### config.mk
export PLATFORM = sky130hd
export DESIGN_NAME = instruction_fetch
export DESIGN_NICKNAME = d
export VERILOG_FILES = /design/src/rtl/riscv_fetch_pkg.sv /design/src/rtl/fetch_fifo.sv /design/src/rtl/instruction_fetch.sv
export SDC_FILE = /design/constraint.sdc
export NUM_CORES = 1
export LEC_CHECK = 0
export CORE_UTILIZATION = 25
export CTS_CLUSTER_SIZE = 30
export DETAILED_ROUTE_END_ITERATION = 6
export PLACE_DENSITY_LB_ADDON = 0.2
export SETUP_SLACK_MARGIN = 0.02
export SLEW_MARGIN = 30
export SYNTH_ARGS = -nofsm -noshare
export SYNTH_HDL_FRONTEND = slang
export SYNTH_SLANG_ARGS = --single-unit
### constraint.sdc
create_clock -name clk -period 3.4 [get_ports clk]
set_clock_uncertainty 0.05 [all_clocks]
set_input_delay 1.02 -clock clk [delete_from_list [all_inputs] [get_ports clk]]
set_output_delay 1.02 -clock clk [all_outputs]
set_load 0.01 [all_outputs]
### src/rtl/riscv_fetch_pkg.sv
// riscv_fetch_pkg -- shared constants and types for the instruction fetch unit.
//   FETCH_FIFO_DEPTH : number of fetched words buffered ahead of decode
//   FETCH_PC_INCR    : byte increment between sequential fetches
//   fetch_entry_t    : buffered word {instruction, pc}
// Entry fields are sized for the widest supported configuration (32-bit
// instruction, 32-bit PC); narrower instances zero-extend on push and slice on
// read. Widening the fetch unit beyond 32 bits requires widening these fields.
package riscv_fetch_pkg;

   localparam int unsigned FETCH_FIFO_DEPTH    = 3;
   localparam int unsigned FETCH_PC_INCR       = 4;
   localparam int unsigned FETCH_CNT_W         = $clog2(FETCH_FIFO_DEPTH + 1);
   localparam int unsigned FETCH_ENTRY_INSTR_W = 32;
   localparam int unsigned FETCH_ENTRY_PC_W    = 32;

   typedef struct packed {
      logic [FETCH_ENTRY_INSTR_W-1:0] instruction;
      logic [FETCH_ENTRY_PC_W-1:0]    pc;
   } fetch_entry_t;

endpackage

### src/rtl/fetch_fifo.sv
// fetch_fifo -- FETCH_FIFO_DEPTH-entry buffer of fetched words.
// Ports:
//   clk_i, rst_ni  clock, asynchronous active-low reset
//   push_i         write push_data_i (ignored when full and not popping)
//   pop_i          drop the head entry (ignored when empty)
//   flush_i        empty the buffer; overrides push and pop
//   push_data_i    entry to write
//   count_o        number of valid entries
//   head_o         oldest entry (contents meaningless when count_o == 0)
module fetch_fifo
   import riscv_fetch_pkg::*;
(
   input  logic                   clk_i,
   input  logic                   rst_ni,
   input  logic                   push_i,
   input  logic                   pop_i,
   input  logic                   flush_i,
   input  fetch_entry_t           push_data_i,
   output logic [FETCH_CNT_W-1:0] count_o,
   output fetch_entry_t           head_o
);

   localparam int unsigned PTR_W = $clog2(FETCH_FIFO_DEPTH);

   fetch_entry_t           mem_q [FETCH_FIFO_DEPTH];
   logic [PTR_W-1:0]       rd_ptr_q, rd_ptr_d, wr_ptr_q, wr_ptr_d;
   logic [FETCH_CNT_W-1:0] count_q, count_d;
   logic                   do_push, do_pop;

   // Depth is not a power of two, so pointers wrap explicitly.
   function automatic logic [PTR_W-1:0] ptr_inc(input logic [PTR_W-1:0] p);
      return (p == PTR_W'(FETCH_FIFO_DEPTH - 1)) ? '0 : p + PTR_W'(1);
   endfunction

   assign do_pop  = pop_i && (count_q != '0);
   assign do_push = push_i && ((count_q != FETCH_CNT_W'(FETCH_FIFO_DEPTH)) || do_pop);

   always_comb begin
      rd_ptr_d = rd_ptr_q;
      wr_ptr_d = wr_ptr_q;
      count_d  = count_q;
      if (flush_i) begin
         rd_ptr_d = '0;
         wr_ptr_d = '0;
         count_d  = '0;
      end else begin
         if (do_push) wr_ptr_d = ptr_inc(wr_ptr_q);
         if (do_pop)  rd_ptr_d = ptr_inc(rd_ptr_q);
         case ({do_push, do_pop})
            2'b10:   count_d = count_q + FETCH_CNT_W'(1);
            2'b01:   count_d = count_q - FETCH_CNT_W'(1);
            default: count_d = count_q;
         endcase
      end
   end

   always_ff @(posedge clk_i or negedge rst_ni) begin
      if (!rst_ni) begin
         rd_ptr_q <= '0;
         wr_ptr_q <= '0;
         count_q  <= '0;
         for (int unsigned i = 0; i < FETCH_FIFO_DEPTH; i++) mem_q[i] <= '0;
      end else begin
         rd_ptr_q <= rd_ptr_d;
         wr_ptr_q <= wr_ptr_d;
         count_q  <= count_d;
         if (do_push && !flush_i) mem_q[wr_ptr_q] <= push_data_i;
      end
   end

   assign count_o = count_q;
   assign head_o  = mem_q[rd_ptr_q];

endmodule

### src/rtl/instruction_fetch.sv
// instruction_fetch -- sequential instruction fetch with a 3-entry prefetch
// buffer in front of decode, driving a memory with one cycle read latency.
// Ports:
//   clk, rst_n        clock, asynchronous active-low reset
//   ImemAddress       read address to instruction memory
//   ImemInstruction   memory read data, one cycle after its address
//   Redirect          taken branch/jump: flush and refetch from RedirectTarget
//   RedirectTarget    new PC, sampled when Redirect = 1
//   InstrValid        Instruction/InstrPC hold a fetched word
//   InstrReady        decode accepts the word this cycle
//   Instruction       fetched word (buffer head)
//   InstrPC           address of Instruction
//   MisalignedFault   sticky misaligned-redirect flag
// Build option: FETCH_MISALIGN_CHECK_EN -- when defined, a redirect to a
// non word-aligned target raises MisalignedFault and halts fetch until an
// aligned redirect or reset; when undefined the low target bits are dropped.
module instruction_fetch
   import riscv_fetch_pkg::*;
#(
   parameter int unsigned              ADDRESS_WIDTH     = 9,
   parameter int unsigned              INSTRUCTION_WIDTH = 32,
   parameter logic [ADDRESS_WIDTH-1:0] RESET_PC          = '0
) (
   input  logic                         clk,
   input  logic                         rst_n,
   output logic [ADDRESS_WIDTH-1:0]     ImemAddress,
   input  logic [INSTRUCTION_WIDTH-1:0] ImemInstruction,
   input  logic                         Redirect,
   input  logic [ADDRESS_WIDTH-1:0]     RedirectTarget,
   output logic                         InstrValid,
   input  logic                         InstrReady,
   output logic [INSTRUCTION_WIDTH-1:0] Instruction,
   output logic [ADDRESS_WIDTH-1:0]     InstrPC,
   output logic                         MisalignedFault
);

   logic [ADDRESS_WIDTH-1:0] pc_q, pc_d;
   logic [ADDRESS_WIDTH-1:0] last_addr_q, last_addr_d;
   logic [ADDRESS_WIDTH-1:0] redirect_pc;
   logic                     inflight_q, inflight_d;
   logic                     halt, issue;
   logic [FETCH_CNT_W-1:0]   fifo_count;
   logic [FETCH_CNT_W:0]     occupancy;
   fetch_entry_t             push_entry, fifo_head;
   logic                     unused_head;

`ifdef FETCH_MISALIGN_CHECK_EN
   logic fault_q, fault_d;

   // Every redirect re-evaluates the flag, so an aligned one clears it.
   always_comb begin
      fault_d = fault_q;
      if (Redirect) fault_d = (RedirectTarget[1:0] != 2'b00);
   end

   always_ff @(posedge clk or negedge rst_n) begin
      if (!rst_n) fault_q <= 1'b0;
      else        fault_q <= fault_d;
   end

   assign redirect_pc     = RedirectTarget;
   assign halt            = fault_q;
   assign MisalignedFault = fault_q;
`else
   assign redirect_pc     = RedirectTarget & ~ADDRESS_WIDTH'(3);
   assign halt            = 1'b0;
   assign MisalignedFault = 1'b0;
`endif

   // Issue only while every outstanding word is guaranteed a buffer slot.
   assign occupancy = (FETCH_CNT_W + 1)'(fifo_count) + (FETCH_CNT_W + 1)'(inflight_q);
   assign issue     = !Redirect && !halt &&
                      (occupancy < (FETCH_CNT_W + 1)'(FETCH_FIFO_DEPTH));

   assign ImemAddress = issue ? pc_q : last_addr_q;

   always_comb begin
      pc_d        = pc_q;
      last_addr_d = last_addr_q;
      inflight_d  = issue;
      if (Redirect) begin
         pc_d       = redirect_pc;
         inflight_d = 1'b0;
      end else if (issue) begin
         last_addr_d = pc_q;
         pc_d        = pc_q + ADDRESS_WIDTH'(FETCH_PC_INCR);
      end
   end

   always_ff @(posedge clk or negedge rst_n) begin
      if (!rst_n) begin
         pc_q        <= RESET_PC;
         last_addr_q <= RESET_PC;
         inflight_q  <= 1'b0;
      end else begin
         pc_q        <= pc_d;
         last_addr_q <= last_addr_d;
         inflight_q  <= inflight_d;
      end
   end

   // The returning word belongs to the address issued last cycle, which is
   // exactly what last_addr_q holds while inflight_q is set.
   assign push_entry = '{instruction: FETCH_ENTRY_INSTR_W'(ImemInstruction),
                         pc:          FETCH_ENTRY_PC_W'(last_addr_q)};

   fetch_fifo u_fifo (
      .clk_i       (clk),
      .rst_ni      (rst_n),
      .push_i      (inflight_q),
      .pop_i       (InstrValid && InstrReady),
      .flush_i     (Redirect),
      .push_data_i (push_entry),
      .count_o     (fifo_count),
      .head_o      (fifo_head)
   );

   assign InstrValid  = (fifo_count != '0);
   assign Instruction = InstrValid ? fifo_head.instruction[INSTRUCTION_WIDTH-1:0] : '0;
   assign InstrPC     = InstrValid ? fifo_head.pc[ADDRESS_WIDTH-1:0] : '0;
   assign unused_head = ^fifo_head;

endmodule

=== Word-level counts from Yosys, hierarchy flattened ===
Index checks and enable logic that the tools add are counted.

* Output and inout bits: 52
* Input bits: 45
* Flip-flop bits (word level): 217

* Order comparisons: 4
* Reductions and logical operators: 13
* Bitwise operators: 2
* Mux-type cells: 20
* Add/sub/neg operators: 6
* Equality and inequality tests: 5

{| class="wikitable"
|+ Operators with widths
! cell !! number
|-
| 192-bit bitwise mux || 1
|-
| 64-bit two-way mux || 3
|-
| 64-bit binary-select mux with 2-bit select || 1
|-
| 64-bit demux with 2-bit select || 1
|-
| 9-bit two-way mux || 4
|-
| 32-bit two-way mux || 1
|-
| 2-bit two-way mux || 7
|-
| 9-bit by 3-bit adder with 9-bit output, second input constant || 1
|-
| 2-bit nonzero test || 4
|-
| 2-bit by 1-bit adder with 2-bit output, second input constant || 3
|-
| 2-bit equality test, second input constant || 3
|-
| 3-bit >= comparator, second input constant || 2
|-
| 1-bit logical AND || 6
|-
| 2-bit inverter with 3-bit output || 2
|-
| 2-bit case mux with 2 select lines || 1
|-
| 2-bit by 1-bit adder with 3-bit output || 1
|-
| 3-bit by 1-bit less-than comparator with 1-bit output, second input constant || 1
|-
| 3-bit by 2-bit less-than comparator with 1-bit output, second input constant || 1
|-
| 3-bit nonzero test || 1
|-
| 2-bit by 1-bit equality test with 1-bit output, second input constant || 1
|-
| 2-bit inequality test, second input constant || 1
|-
| 2-bit by 1-bit subtractor with 2-bit output, second input constant || 1
|-
| 1-bit zero test || 1
|-
| 1-bit logical OR || 1
|-
| 1-bit two-way mux || 1
|}

=== Logic depth before layout (Yosys ltp) ===
Gate-level depths: netlist (run 1).

* Word-level depth: 8
* Depth in mapped cells: 6

=== Hierarchy ===
A second synthesis (run 1) with hierarchy kept.

* Cells, all modules: 785
* Area, all modules: 10343.7 um2

{| class="wikitable"
|+ By module, submodules not included
! module !! area an instance (um2) !! instances !! cells each !! sequential area each (um2)
|-
| fetch_fifo || 9155.0 || 1 || 658 || 4954.8
|-
| instruction_fetch || 1188.6 || 1 || 127 || 425.4
|}

=== Worst setup path before layout (run 1) ===
OpenSTA, ideal clock, no wires.

* Path type: input -> output
* Start point: input Redirect
* End point: output ImemAddress[3]
* Stages: 4
* Data arrival time: 1.958 ns
* Path buffers: 2
* Setup slack: 0.372 ns
* Path through: buf_2 -> nor2_4 -> buf_4 -> mux2_2

* Cells in the longest elaborated chain, start to end: 3

{| class="wikitable"
|+ Ends and longest elaborated chain
! item !! line !! text
|-
| start, declared || instruction_fetch.sv:28 || <nowiki>input logic Redirect,</nowiki>
|-
| 1-bit zero test || instruction_fetch.sv:72 || <nowiki>assign issue = !Redirect && !halt &&</nowiki>
|-
| 1-bit logical AND || instruction_fetch.sv:72 ||
|-
| 9-bit two-way mux || -- ||
|-
| end, declared || instruction_fetch.sv:26 || <nowiki>output logic [ADDRESS_WIDTH-1:0] ImemAddress,</nowiki>
|}

No other way between the ends.

=== Final worst setup path (run 1) ===
* Start point: register u_fifo.count_q[0], in the netlist u_fifo.count_o[0]
* End point: output ImemAddress[5]

* Cells in the longest elaborated chain, start to end: 4

{| class="wikitable"
|+ Ends and longest elaborated chain
! item !! line !! text
|-
| start, declared || fetch_fifo.sv:27 || <nowiki>logic [FETCH_CNT_W-1:0] count_q, count_d;</nowiki>
|-
| start signal, assigned || fetch_fifo.sv:66 || <nowiki>count_q <= count_d;</nowiki>
|-
| 2-bit by 1-bit adder with 3-bit output || instruction_fetch.sv:71 || <nowiki>assign occupancy = (FETCH_CNT_W + 1)'(fifo_count) + (FETCH_CNT_W + 1)'(inflight_q);</nowiki>
|-
| 3-bit by 2-bit less-than comparator with 1-bit output || instruction_fetch.sv:73 || <nowiki>(occupancy < (FETCH_CNT_W + 1)'(FETCH_FIFO_DEPTH));</nowiki>
|-
| 1-bit logical AND || instruction_fetch.sv:72 ||
|-
| 9-bit two-way mux || -- ||
|}

No other way between the ends.

==> impl_summary.log, run 1 <==
[metrics] switching power as a share of total power: 0.2762
[metrics] number of nets in the synthesized netlist: 610
[metrics] number of ports placed on the die boundary: 97
[metrics] sequential-to-total area share from yosys stat: 0.5238
[metrics] number of enable flip-flop cells after synthesis: 0
[metrics] Yosys top cell area share: 0.5238
[metrics] post-synthesis xor/xnor area fraction: 0.001256
[metrics] clock tree from TritonCTS: done
[metrics] arrival time worst endpoint: 2220 ps
[metrics] Mapped Cells: 562
[metrics] total clock buffers created by CTS: 17
[metrics] ratio of cells with drive above 1 in the final layout: 0.3715
[metrics] # diodes: 0
[metrics] Synth Area in Adders: 0.005381
[metrics] Setup TNS: 0 ps
[metrics] maximum number of pins on one net before global-route repair: 65
[metrics] compound-cell area share of the yosys netlist: 0.05112
[metrics] data required time of the critical path: 2330 ps
[metrics] most numerous cell types in the synthesized netlist: 146 x dfrtp_1, 128 x mux2_2, 48 x a21oi_1, 48 x nand2_1, 43 x mux2i_1
[metrics] final hold violation count: 0
[metrics] clock transition at the registers of the reported paths: 60 ps
[metrics] proportion of power drawn by the clock network: 0.333
[metrics] Setup crit end kind: output pin
[metrics] largest family of logic cells by synthesized area: multiplexers
[metrics] detail-routed via count per cell: 4.457
[metrics] average detailed-routed wire length per instance: 16.84 um
[metrics] highest net fanout along the worst path: 4
[metrics] async set-or-reset flop fraction in the synthesized netlist: 1.000
[metrics] Max-slew headroom: 0.5717
[metrics] Period minus WS final: 3285 ps
[metrics] cell types occupying the most area after synthesis: dfrtp_1 52%, mux2_2 21%, mux2i_1 6.2%
[metrics] post-route fraction of the period consumed by the critical path: 0.9663
[metrics] cell-internal power: 0.004250 W
[metrics] type of element launching the critical path: flop
[metrics] most used flip-flop cell after synthesis: dfrtp_1
[metrics] Pwr per Cell Area: 644.1 nW/um2
[metrics] Warnings, synthesis: 0
[metrics] proportion of power drawn by combinational gates: 0.233
[metrics] post-synthesis cell type count: 40
[metrics] Seq pwr share: 0.435
[metrics] DRC violation total after the first TritonRoute iteration: 174
[metrics] actual slew at the worst max-slew pin: 642.5 ps
[metrics] floorplan die height: 169.0 um
[metrics] run status: complete, no violations
[metrics] gp weighted congestion: 0.7252
[metrics] number of instances in the placed design: 1015
[metrics] cell row count: 60
[metrics] largest area contributor in the synthesized netlist: dfrtp_1
[metrics] post-synthesis mux area share: 0.2829
[metrics] category of the critical setup timing path: flop to output pin
[metrics] Area Overhead vs Synth: 30.69%
[metrics] die span in x: 169.0 um
[metrics] final setup violation count: 0
[metrics] worst slack at placement: -358.1 ps
[metrics] initial antenna violation count: 0
[metrics] type of the worst min-delay path: flop to flop
[metrics] post-DP HPWL: 11370 um
[metrics] Layout Utilization: 0.3355
[metrics] CTS Root Cell: clkbuf_16
[metrics] post-synth design cell area: 6975 um2
[metrics] RSZ-0062 raised after global routing: no
[metrics] cell with the most instances after synthesis: dfrtp_1
[metrics] total power draw: 0.005872 W
[metrics] core footprint: 27180 um2
[metrics] #FFs+latches synth: 146
[metrics] floorplan die area: 28570 um2
[metrics] number of clock sinks: 146
[metrics] Final WS setup: 114.5 ps
[metrics] H-Tree Level Count: 4
[metrics] ANT nets after route: 0
[metrics] first-pass GRT wire length: 28610 um
[metrics] max-cap viol count: 0
[metrics] total via count in the routed design: 4693
[metrics] Pleak: 4.151 nW
[metrics] number of nets at the end of the flow: 717
[metrics] switching power summed over all nets: 0.001622 W
[metrics] Initial DRT Pass Iterations: 4
[metrics] # fillers: 2749
[metrics] number of global-route vias before repair: 5056
[metrics] peak supply drop: 306.2 uV
[metrics] GRT Total Usage: 0.1309
[metrics] DRC errors left: 0
[metrics] maximum frequency from static timing analysis: 304.4 MHz
[metrics] number of buffers added to fix hold violations after cts: 0
[metrics] count of non-filler cells in the finished layout: 1053
[metrics] max-slew violations: 0
[metrics] latest clock arrival within the worst-skew pair: 420 ps
[metrics] post-synthesis simple-gate area fraction: 0.09812
[metrics] count of port buffers added during placement: 93
[metrics] average cell area after synthesis: 12.41 um2
[metrics] total wire length: 17730 um
[metrics] final global-route overflow total: 0
[metrics] starting density of the core: 0.2567
[metrics] maximum root-to-sink buffer count: 2
## state kept, by name, summed over array words and instances (netlist names)
name	count
u_fifo.count_o	2
u_fifo.rd_ptr_q	2
last_addr_q	9
pc_q	7
u_fifo.wr_ptr_q	2
u_fifo.mem_q	123
inflight_q	1
## area by class of cell
cell class | count | area, um2 | share of cell area
Tap cell | 372 | 465.4 | 0.05106
Timing Repair Buffer | 123 | 1255 | 0.1377
Clock inverter | 14 | 180.2 | 0.01976
Sequential cell | 146 | 3655 | 0.4009
Multi-Input combinational cell | 377 | 3120 | 0.3423
Clock buffer | 17 | 425.4 | 0.04666
Inverter | 4 | 15.01 | 0.001647
## logic make-up (layout without fill, tap and decap cells)
kind of cell	Yosys count	in the layout
fa+ha+maj	3	3
flops	146	146
xor+xnor	1	1
other cells	1	1
compound gates	65	65
mux	180	180
simple gates	126	127
buf+inv	40	158
## power by group through the flow
| stage | registers, W | logic [W] | clock network [W] |
|---|---|---|---|
| finish | 0.00255 | 0.00137 | 0.00195 |
| CTS | 0.00255 | 0.00141 | 0.00201 |
| detailed placement | 0.00258 | 0.00140 | 0 |
| global route | 0.00263 | 0.00151 | 0.00210 |
| global placement | 0.00254 | 0.00135 | 0 |
| floorplan | 0.00248 | 0.000922 | 0 |
## worst max-delay path, cell delays in order (launching register included)
cell and delay (ps):
dfrtp_1 390, ha_2 200, ha_4 210, a21o_4 230, nor2_4 140, mux2_2 350
dlygate4sd2_1 280
## metal layers
layer / global-route usage / wire length, um / vias to the layer above
li1: - / - / 2190
met1: 0.1685 / 8219 / 2405
met2: 0.2235 / 8782 / 90
met3: 0.02923 / 601 / 8
met4: 0.02938 / 125 / 0
met5: 0 / 0 / -
## worst paths after layout
path / start / endpoint / slack (ps) / cells past startpoint
worst min-delay path: u_fifo.mem_q[135] / u_fifo.mem_q[135] / 450 / 1
worst max-delay path: u_fifo.count_o[0] / ImemAddress[5] / 110 / 6
worst min register to register: u_fifo.mem_q[135] / u_fifo.mem_q[135] / 450 / 1
max in group asynchronous: rst_n / u_fifo.mem_q[179] / 2000 / 2
min in group asynchronous: rst_n / u_fifo.mem_q[124] / 540 / 1
worst max register to register: u_fifo.count_o[0] / pc_q[7] / 1340 / 5
## timing repair
action / 4_1_cts / 5_1_grt
endpoints found under the setup margin: 33 / 30
cloned: 1 / 0
pin swaps: 2 / 3
buffers inserted: 6 / 0
gates resized for setup: 37 / 26
## through the flow
step                      area [um2]  hold WS [ps]
final                           9116         446.0
after global routing            9116         464.1
after CTS                       9074         449.2
after detailed placement        8389         434.7
after global placement          8389         422.5
after floorplan                 6975         413.5
## cells in the final DEF (no fill, tap or decap), types with 10 or more instances in the layout
cell type / instances
mux2_2: 128
dlygate4sd2_1: 10
or2_2: 42
buf_4: 22
dlymetal6s2s_1: 21
dfrtp_1: 145
a21oi_1: 46
clkdlybuf4s50_1: 56
nand2_1: 48
clkbuf_16: 17
mux2i_1: 43
No activity file was read; power rests on OpenSTA's default activity.
==> run 2, diff against run 1 <==
Settings changed: CORE_UTILIZATION 25 to 40, RECOVER_POWER set to 50.
==> run 2 against run 1 <==
Against the previous run: sequential power about the same; die area decreased by 37%; final cell count shrank 13%; clock-buffer cell count rose by 5; sequential share of layout area grew 0.33 points; global-route usage grew 5.9 points; via count increased by 1.7%; register-to-register slack worse by 420 ps; worst hold slack lost 5.2 ps; total power increased by 1.1%; critical path depth is 3 higher; critical path type unchanged.
==> impl_summary.log, run 2 (same netlist as run 1, synthesis figures left out) <==
[metrics] run status: complete, no violations
[metrics] commonest non-fill, non-tap cell in the layout: dfrtp_1
[metrics] count of port buffers added during placement: 93 (unchanged)
[metrics] ANT nets after route: 0 (unchanged)
[metrics] first-pass GRT wire length: 26170 um (-8.5%)
[metrics] worst hold slack after final layout: 440.8 ps (-5.233 ps)
[metrics] cell-internal power: 0.004403 W (+3.6%)
[metrics] Reg2Reg Depth: 9 (+4)
[metrics] die span in x: 134.1 um (-21%)
[metrics] gp weighted congestion: 0.7508 (+3.5%)
[metrics] switching power as a share of total power: 0.2580 (-0.01822)
[metrics] ratio of cells with drive above 1 in the final layout: 0.3734 (+0.001859)
[metrics] proportion of power drawn by combinational gates: 0.231 (-0.002)
[metrics] actual slew at the worst max-slew pin: 1268 ps (+625.3 ps)
[metrics] initial antenna violation count: 0 (unchanged)
[metrics] average detailed-routed wire length per instance: 17.38 um (+3.2%)
[metrics] RSZ-0062 raised after global routing: no
[metrics] CTS Root Cell: clkbuf_16
[metrics] # fillers: 1445 (-47%)
[metrics] H-Tree Level Count: 4 (unchanged)
[metrics] number of global-route vias before repair: 5038 (-0.36%)
[metrics] total clock buffers created by CTS: 17 (unchanged)
[metrics] type of the worst min-delay path: flop to flop
[metrics] total via count in the routed design: 4773 (+1.7%)
[metrics] Setup crit end kind: output pin
[metrics] Initial DRT Pass Iterations: 4 (unchanged)
[metrics] clock transition at the registers of the reported paths: 60 ps (about the same)
[metrics] arrival time worst endpoint: 2250 ps (+30 ps)
[metrics] leading cell types in the layout, fill and taps excluded: 145 x dfrtp_1, 124 x mux2_2, 48 x nand2_1
[metrics] Max-slew headroom: 0.1548 (-0.4169)
[metrics] registers with the highest flip-flop counts: u_fifo.mem_q (123), last_addr_q (9), pc_q (7)
[metrics] Pleak: 4.276 nW (+3.0%)
[metrics] Area Overhead vs Synth: 29.72%
[metrics] proportion of power drawn by the clock network: 0.338 (+0.005)
[metrics] Setup TNS: 0 ps (unchanged)
[metrics] floorplan die height: 134.1 um (-21%)
[metrics] maximum number of pins on one net before global-route repair: 56 (-14%)
[metrics] highest net fanout along the worst path: 5 (+1)
[metrics] Period minus WS final: 3325 ps (+39.05 ps)
[metrics] area occupied by registers: 3657 um2 (about the same)
[metrics] switching power summed over all nets: 0.001531 W (-5.6%)
[metrics] max-slew violations: 0 (unchanged)
[metrics] final global-route overflow total: 0 (unchanged)
[metrics] # diodes: 0 (unchanged)
[metrics] GRT Total Usage: 0.1898 (+0.05891)
[metrics] number of clock sinks: 146 (unchanged)
[metrics] clock tree from TritonCTS: done
[metrics] Seq pwr share: 0.431 (-0.004)
[metrics] category of the critical setup timing path: flop to output pin
[metrics] number of nets at the end of the flow: 727 (+1.4%)
[metrics] number of ports placed on the die boundary: 97 (unchanged)
[metrics] core footprint: 16820 um2 (-38%)
[metrics] final hold violation count: 0 (unchanged)
[metrics] peak supply drop: 392.5 uV (+28%)
[metrics] starting density of the core: 0.4147 (+0.1581)
[metrics] final setup violation count: 0 (unchanged)
[metrics] detail-routed via count per cell: 5.239 (+18%)
[metrics] Pwr per Cell Area: 655.8 nW/um2 (+1.8%)
[metrics] max-cap viol count: 0 (unchanged)
[metrics] cell row count: 47 (-22%)
[metrics] post-route fraction of the period consumed by the critical path: 0.9778 (+0.01149)
[metrics] DRC violation total after the first TritonRoute iteration: 124 (-29%)
[metrics] total wire length: 15830 um (-11%)
[metrics] post-DP HPWL: 9888 um (-13%)
[metrics] floorplan die area: 17970 um2 (-37%)
[metrics] count of cells along the worst hold path: 1 (unchanged)
[metrics] max FFs per register: 123 (unchanged)
[metrics] DRC errors left: 0 (unchanged)
[metrics] maximum root-to-sink buffer count: 2 (unchanged)
[metrics] type of element launching the critical path: flop
[metrics] area occupied by multi-input gates: 3105 um2 (-0.48%)
[metrics] Largest Register: u_fifo.mem_q
[metrics] latest clock arrival within the worst-skew pair: 420 ps (about the same)
[metrics] data required time of the critical path: 2330 ps (about the same)
[metrics] maximum frequency from static timing analysis: 300.8 MHz (-1.2%)
[run 2: cell types whose count changed in the layout (fill, tap and decap cells not counted), sizes merged]
cell | previous run | this run
clkdlybuf4s50 | 56 | 47
dlygate4sd2 | 10 | 15
dlymetal6s2s | 21 | 22
clkinv | 4 | 2
nor2 | 7 | 6
clkbuf | 17 | 29
dlygate4sd3 | 0 | 1
inv | 9 | 4
clkinvlp | 2 | 3
bufinv | 3 | 4
buf | 36 | 42
[run 2: final cells by class]
| cell class | instances | area share |
|---|---|---|
| Clock buffer | 22 | 0.05351 |
| Clock inverter | 9 | 0.01687 |
| Inverter | 4 | 0.001659 |
| Multi-Input combinational cell | 376 | 0.3432 |
| Sequential cell | 146 | 0.4042 |
| Tap cell | 220 | 0.03042 |
| Timing Repair Buffer | 134 | 0.1502 |
[run 2: through the flow]
step | cells | utilization | worst slack [ps] | instance area [um2] | power, W
detailed placement | 863 | 0.4875 | -262.7 | 8199 | 0.003951
global route | 911 | 0.5380 | 16.90 | 9049 | 0.006261
global placement | 863 | 0.4875 | -261.3 | 8199 | 0.003855
finish | 911 | 0.5380 | 75.48 | 9049 | 0.005934
floorplan | 562 | - | 372.4 | 6975 | 0.003404
CTS | 907 | 0.5318 | -28.09 | 8944 | 0.005974
[run 2: worst max-delay path, stage by stage, from the launching register on]
cell,delay (ps)
dfrtp_1,380
ha_2,200
ha_4,210
a21o_2,210
nor2_4,120
buf_12,130
buf_6,100
buf_6,80
mux2_4,290
buf_6,120
[run 2: power by group through the flow]
stage / registers (W) / clock network (W) / logic (W)
after floorplan: 0.00248 / 0 / 0.000922
final: 0.00256 / 0.00200 / 0.00137
after global placement: 0.00253 / 0 / 0.00132
after global routing: 0.00262 / 0.00212 / 0.00151
after detailed placement: 0.00258 / 0 / 0.00137
after CTS: 0.00255 / 0.00205 / 0.00138
[run 2: worst paths after layout]
path                              startpoint                 to  slack, ps
setup / recovery           u_fifo.count_o[0]     ImemAddress[3]         80
hold / removal             u_fifo.mem_q[128]  u_fifo.mem_q[128]        440
max in group asynchronous              rst_n     last_addr_q[5]        580
setup reg to reg           u_fifo.count_o[0]     last_addr_q[5]        920
hold reg to reg            u_fifo.mem_q[128]  u_fifo.mem_q[128]        440
min in group asynchronous              rst_n  u_fifo.mem_q[102]        810
[run 2: repair_timing]
action                     in CTS  in global routing
pin swaps                       1                  3
hold buffers                    0                  0
setup buffers                  13                  4
setup endpoints to repair      43                 33
resized for setup              54                 37
[run 2: layer usage]
layer	GRT usage	routed length (um)	vias up
met2	0.3207	7849	105
met4	0.06866	228	0
met3	0.03741	586	19
met5	0	0	-
met1	0.2417	7165	2439
li1	-	-	2210
==> run 3, diff against run 2 <==
Settings changed: ABC_AREA set to 1, CAP_MARGIN set to 20, GPL_TIMING_DRIVEN set to 0.
==> run 3 against run 2 <==
Against the previous run: synthesized cell count grew 69%; critical endpoint is now ImemAddress[8]; die area grew 2.3%; area after synthesis up 2.4%; largest power group is now combinational cells.
==> impl_summary.log, run 3 <==
[metrics] cell with the most instances after synthesis: nand2_1
[metrics] Mapped Cells: 950 (+69%)
[metrics] most used flip-flop cell after synthesis: dfrtp_1
[metrics] floorplan die height: 135.6 um (+1.2%)
[metrics] number of clock sinks: 146 (unchanged)
[metrics] average cell area after synthesis: 7.518 um2 (-39%)
[metrics] cells along the critical path: clkbuf_1, inv_4, nand3_1, buf_6, clkbuf_4, nand2_1, o21ai_1, dlygate4sd2_1
[metrics] highest net fanout along the worst path: 7 (+2)
[metrics] GRT Total Usage: 0.2304 (+0.04059)
[metrics] final global-route overflow total: 0 (unchanged)
[metrics] Yosys top cell area share: 0.5116 (-0.01220)
[metrics] cell-internal power: 0.005213 W (+18%)
[metrics] number of nets at the end of the flow: 1118 (+54%)
[metrics] clock tree from TritonCTS: done
[metrics] post-synthesis cell type count: 24 (-40%)
[metrics] # fillers: 1711 (+18%)
[metrics] number of ports placed on the die boundary: 97 (unchanged)
[metrics] floorplan die area: 18390 um2 (+2.3%)
[metrics] arrival time worst endpoint: 2290 ps (+40 ps)
[metrics] total wire length: 19670 um (+24%)
[metrics] type of the worst min-delay path: flop to flop
[metrics] maximum frequency from static timing analysis: 297.7 MHz (-1.0%)
[metrics] data required time of the critical path: 2330 ps (about the same)
[metrics] Final WS setup: 40.98 ps (-34.50 ps)
[metrics] count of port buffers added during placement: 93 (unchanged)
[metrics] detail-routed via count per cell: 4.959 (-5.3%)
[metrics] Largest Register: u_fifo.mem_q
[metrics] die span in x: 135.6 um (+1.2%)
[metrics] switching power as a share of total power: 0.3620 (+0.1040)
[metrics] latest clock arrival within the worst-skew pair: 430 ps (about the same)
[metrics] #FFs+latches synth: 146 (unchanged)
[metrics] total buffers and inverters traversed by the critical path: 5 (+1)
[metrics] category of the critical setup timing path: primary input to output pin
[metrics] largest area contributor in the synthesized netlist: dfrtp_1
[metrics] slowest library cell on the worst path: clkbuf_1
[metrics] registers with the highest flip-flop counts: u_fifo.mem_q (123), last_addr_q (9), pc_q (7)
[metrics] total via count in the routed design: 6487 (+36%)
[metrics] Max-slew headroom: 0.04321 (-0.1116)
[metrics] number of enable flip-flop cells after synthesis: 0 (unchanged)
[metrics] peak supply drop: 521.3 uV (+33%)
[metrics] Pleak: 4.977 nW (+16%)
[metrics] post-DP HPWL: 12990 um (+31%)
[metrics] gp weighted congestion: 0.7799 (+3.9%)
[metrics] initial antenna violation count: 0 (unchanged)
[metrics] Setup TNS: 0 ps (unchanged)
[metrics] max FFs per register: 123 (unchanged)
[metrics] core footprint: 17360 um2 (+3.2%)
[metrics] Initial DRT Pass Iterations: 5 (+1)
[metrics] cell type group with the largest total delay on the critical path: buffers and inverters
[metrics] number of global-route vias before repair: 6228 (+24%)
[metrics] # diodes: 0 (unchanged)
[metrics] cell row count: 48 (+2.1%)
[metrics] switching power summed over all nets: 0.002958 W (+93%)
[metrics] commonest non-fill, non-tap cell in the layout: nand2_1
[metrics] proportion of power drawn by combinational gates: 0.375 (+0.144)
[metrics] actual slew at the worst max-slew pin: 1435 ps (+167.4 ps)
[metrics] DRC errors left: 0 (unchanged)
[metrics] post-synth design cell area: 7142 um2 (+2.4%)
[metrics] max-cap viol count: 0 (unchanged)
[metrics] number of nets in the synthesized netlist: 998 (+64%)
[metrics] Setup crit end kind: output pin
[metrics] Period minus WS final: 3359 ps (+34.50 ps)
[metrics] CTS Root Cell: clkbuf_16
[metrics] sequential-to-total area share from yosys stat: 0.5116 (-0.01220)
[metrics] maximum number of pins on one net before global-route repair: 65 (+16%)
[metrics] ratio of cells with drive above 1 in the final layout: 0.09603 (-0.2773)
[metrics] Pwr per Cell Area: 892.5 nW/um2 (+36%)
[metrics] RSZ-0062 raised after global routing: yes
[metrics] maximum root-to-sink buffer count: 2 (unchanged)
[metrics] leading cell types in the layout, fill and taps excluded: 449 x nand2_1, 181 x nand3_1, 144 x dfrtp_1
[metrics] maximum cell stage delay along the critical path: 300 ps (-80 ps)
[metrics] H-Tree Level Count: 4 (unchanged)
[metrics] Warnings, synthesis: 0 (unchanged)
[metrics] Area Overhead vs Synth: 28.19%
[metrics] starting density of the core: 0.4115 (-0.003268)
[metrics] Seq pwr share: 0.360 (-0.071)
[metrics] most numerous cell types in the synthesized netlist: 450 x nand2_1, 181 x nand3_1, 146 x dfrtp_1, 64 x inv_1, 22 x buf_2
[metrics] DRC violation total after the first TritonRoute iteration: 516 (+320%)
[metrics] total clock buffers created by CTS: 17 (unchanged)
[metrics] proportion of power drawn by the clock network: 0.265 (-0.073)
[metrics] run status: complete, no violations
[metrics] type of element launching the critical path: primary input
[metrics] final hold violation count: 0 (unchanged)
[metrics] total power draw: 0.008171 W (+38%)
[metrics] worst slack at placement: -734.6 ps (-471.8 ps)
[metrics] async set-or-reset flop fraction in the synthesized netlist: 1.000 (unchanged)
[metrics] post-route fraction of the period consumed by the critical path: 0.9879 (+0.01015)
[metrics] final setup violation count: 0 (unchanged)
[metrics] ANT nets after route: 0 (unchanged)
[metrics] cell types occupying the most area after synthesis: dfrtp_1 51%, nand2_1 24%, nand3_1 13%
[metrics] clock transition at the registers of the reported paths: 60 ps (about the same)
[metrics] max-slew violations: 0 (unchanged)
[metrics] number of instances in the placed design: 1270 (+47%)
[metrics] average detailed-routed wire length per instance: 15.04 um (-13%)
[metrics] first-pass GRT wire length: 32490 um (+24%)
[metrics] count of non-filler cells in the finished layout: 1308 (+44%)
-- run 3: cell count changes after synthesis, moves of 9 or more --
cell and delta:
a21oi_1 -48, mux2_2 -128, mux2i_1 -43, buf_2 +14, nand2_1 +402, inv_1 +60, o21ai_0 +12, or2_2 -42
mux2_1 -9, nand3_1 +177
-- run 3: worst reg2reg max path, stage by stage (launching register included) --
cell and delay [ps]:
dfrtp_1 400, buf_4 150, nand2_1 110, o21ai_0 190, nor2_2 360, nand2_2 190
buf_2 240, nand2_1 90, nand2_1 50
-- run 3: repair_timing --
action | in CTS | in global routing
gates cloned | 0 | 0
endpoints found under the hold margin | 0 | 0
resized for setup | 40 | 20
setup endpoints to repair | 51 | 43
hold buffers | 0 | 0
pin swaps | 0 | 0
setup buffers | 3 | 3
-- run 3: logic make-up after synthesis --
| group | share of synthesized area |
|---|---|
| and+or+nand+nor | 0.3786 |
| DFF | 0.5116 |
| buffers and inverters | 0.08111 |
| AOI/OAI and AO/OA | 0.02172 |
| adders and majority gates | 0.005256 |
| xor gates and xnor gates | 0.001227 |
| other | 0.0005251 |
-- run 3: routing by layer --
metal	vias up	share of wire	global-route usage	routed length, um
li1	3223	-	-	-
met1	3063	0.47	0.3211	9185
met2	186	0.47	0.3631	9181
met3	15	0.056	0.04676	1109
met4	0	0.0099	0.06117	195
met5	-	0	0	0
-- run 3: power groups by stage --
stage	Clock [W]	Sequential (W)	Combinational, W
CTS	0.00218	0.00293	0.00307
detailed placement	0	0.00295	0.00302
finish	0.00216	0.00294	0.00306
floorplan	0	0.00284	0.00188
global placement	0	0.00294	0.00298
global route	0.00227	0.00303	0.00347
-- run 3: stage by stage --
step	hold WS (ps)	util	instance area, um2
final	418.8	0.5275	9155
after global routing	435.7	0.5275	9155
after CTS	378.0	0.5277	9159
after detailed placement	408.2	0.4848	8414
after global placement	403.9	0.4813	8354
after floorplan	392.2	-	7142
-- run 3: final cells by class --
| type | instances | area (um2) | share of cell area |
|---|---|---|---|
| inverters | 67 | 259.0 | 0.02829 |
| repair buffers | 101 | 975.9 | 0.1066 |
| clock inverters | 11 | 205.2 | 0.02241 |
| clock buffers | 21 | 470.5 | 0.05139 |
| flip-flops and latches | 146 | 3656 | 0.3993 |
| multi-input cells | 680 | 2923 | 0.3193 |
| well taps | 225 | 281.5 | 0.03075 |
| plain buffers | 57 | 384.1 | 0.04196 |
-- run 3: final timing paths --
kind | to | depth (start not counted) | start | slack [ps]
worst max register to register | u_fifo.mem_q[1] | 8 | u_fifo.count_o[0] | 1440
max in group asynchronous | u_fifo.rd_ptr_q[1] | 3 | rst_n | 470
worst min-delay path | u_fifo.mem_q[189] | 2 | u_fifo.mem_q[189] | 420
worst max-delay path | ImemAddress[8] | 8 | Redirect | 40
min in group asynchronous | u_fifo.mem_q[38] | 1 | rst_n | 870
worst min register to register | u_fifo.mem_q[189] | 2 | u_fifo.mem_q[189] | 420
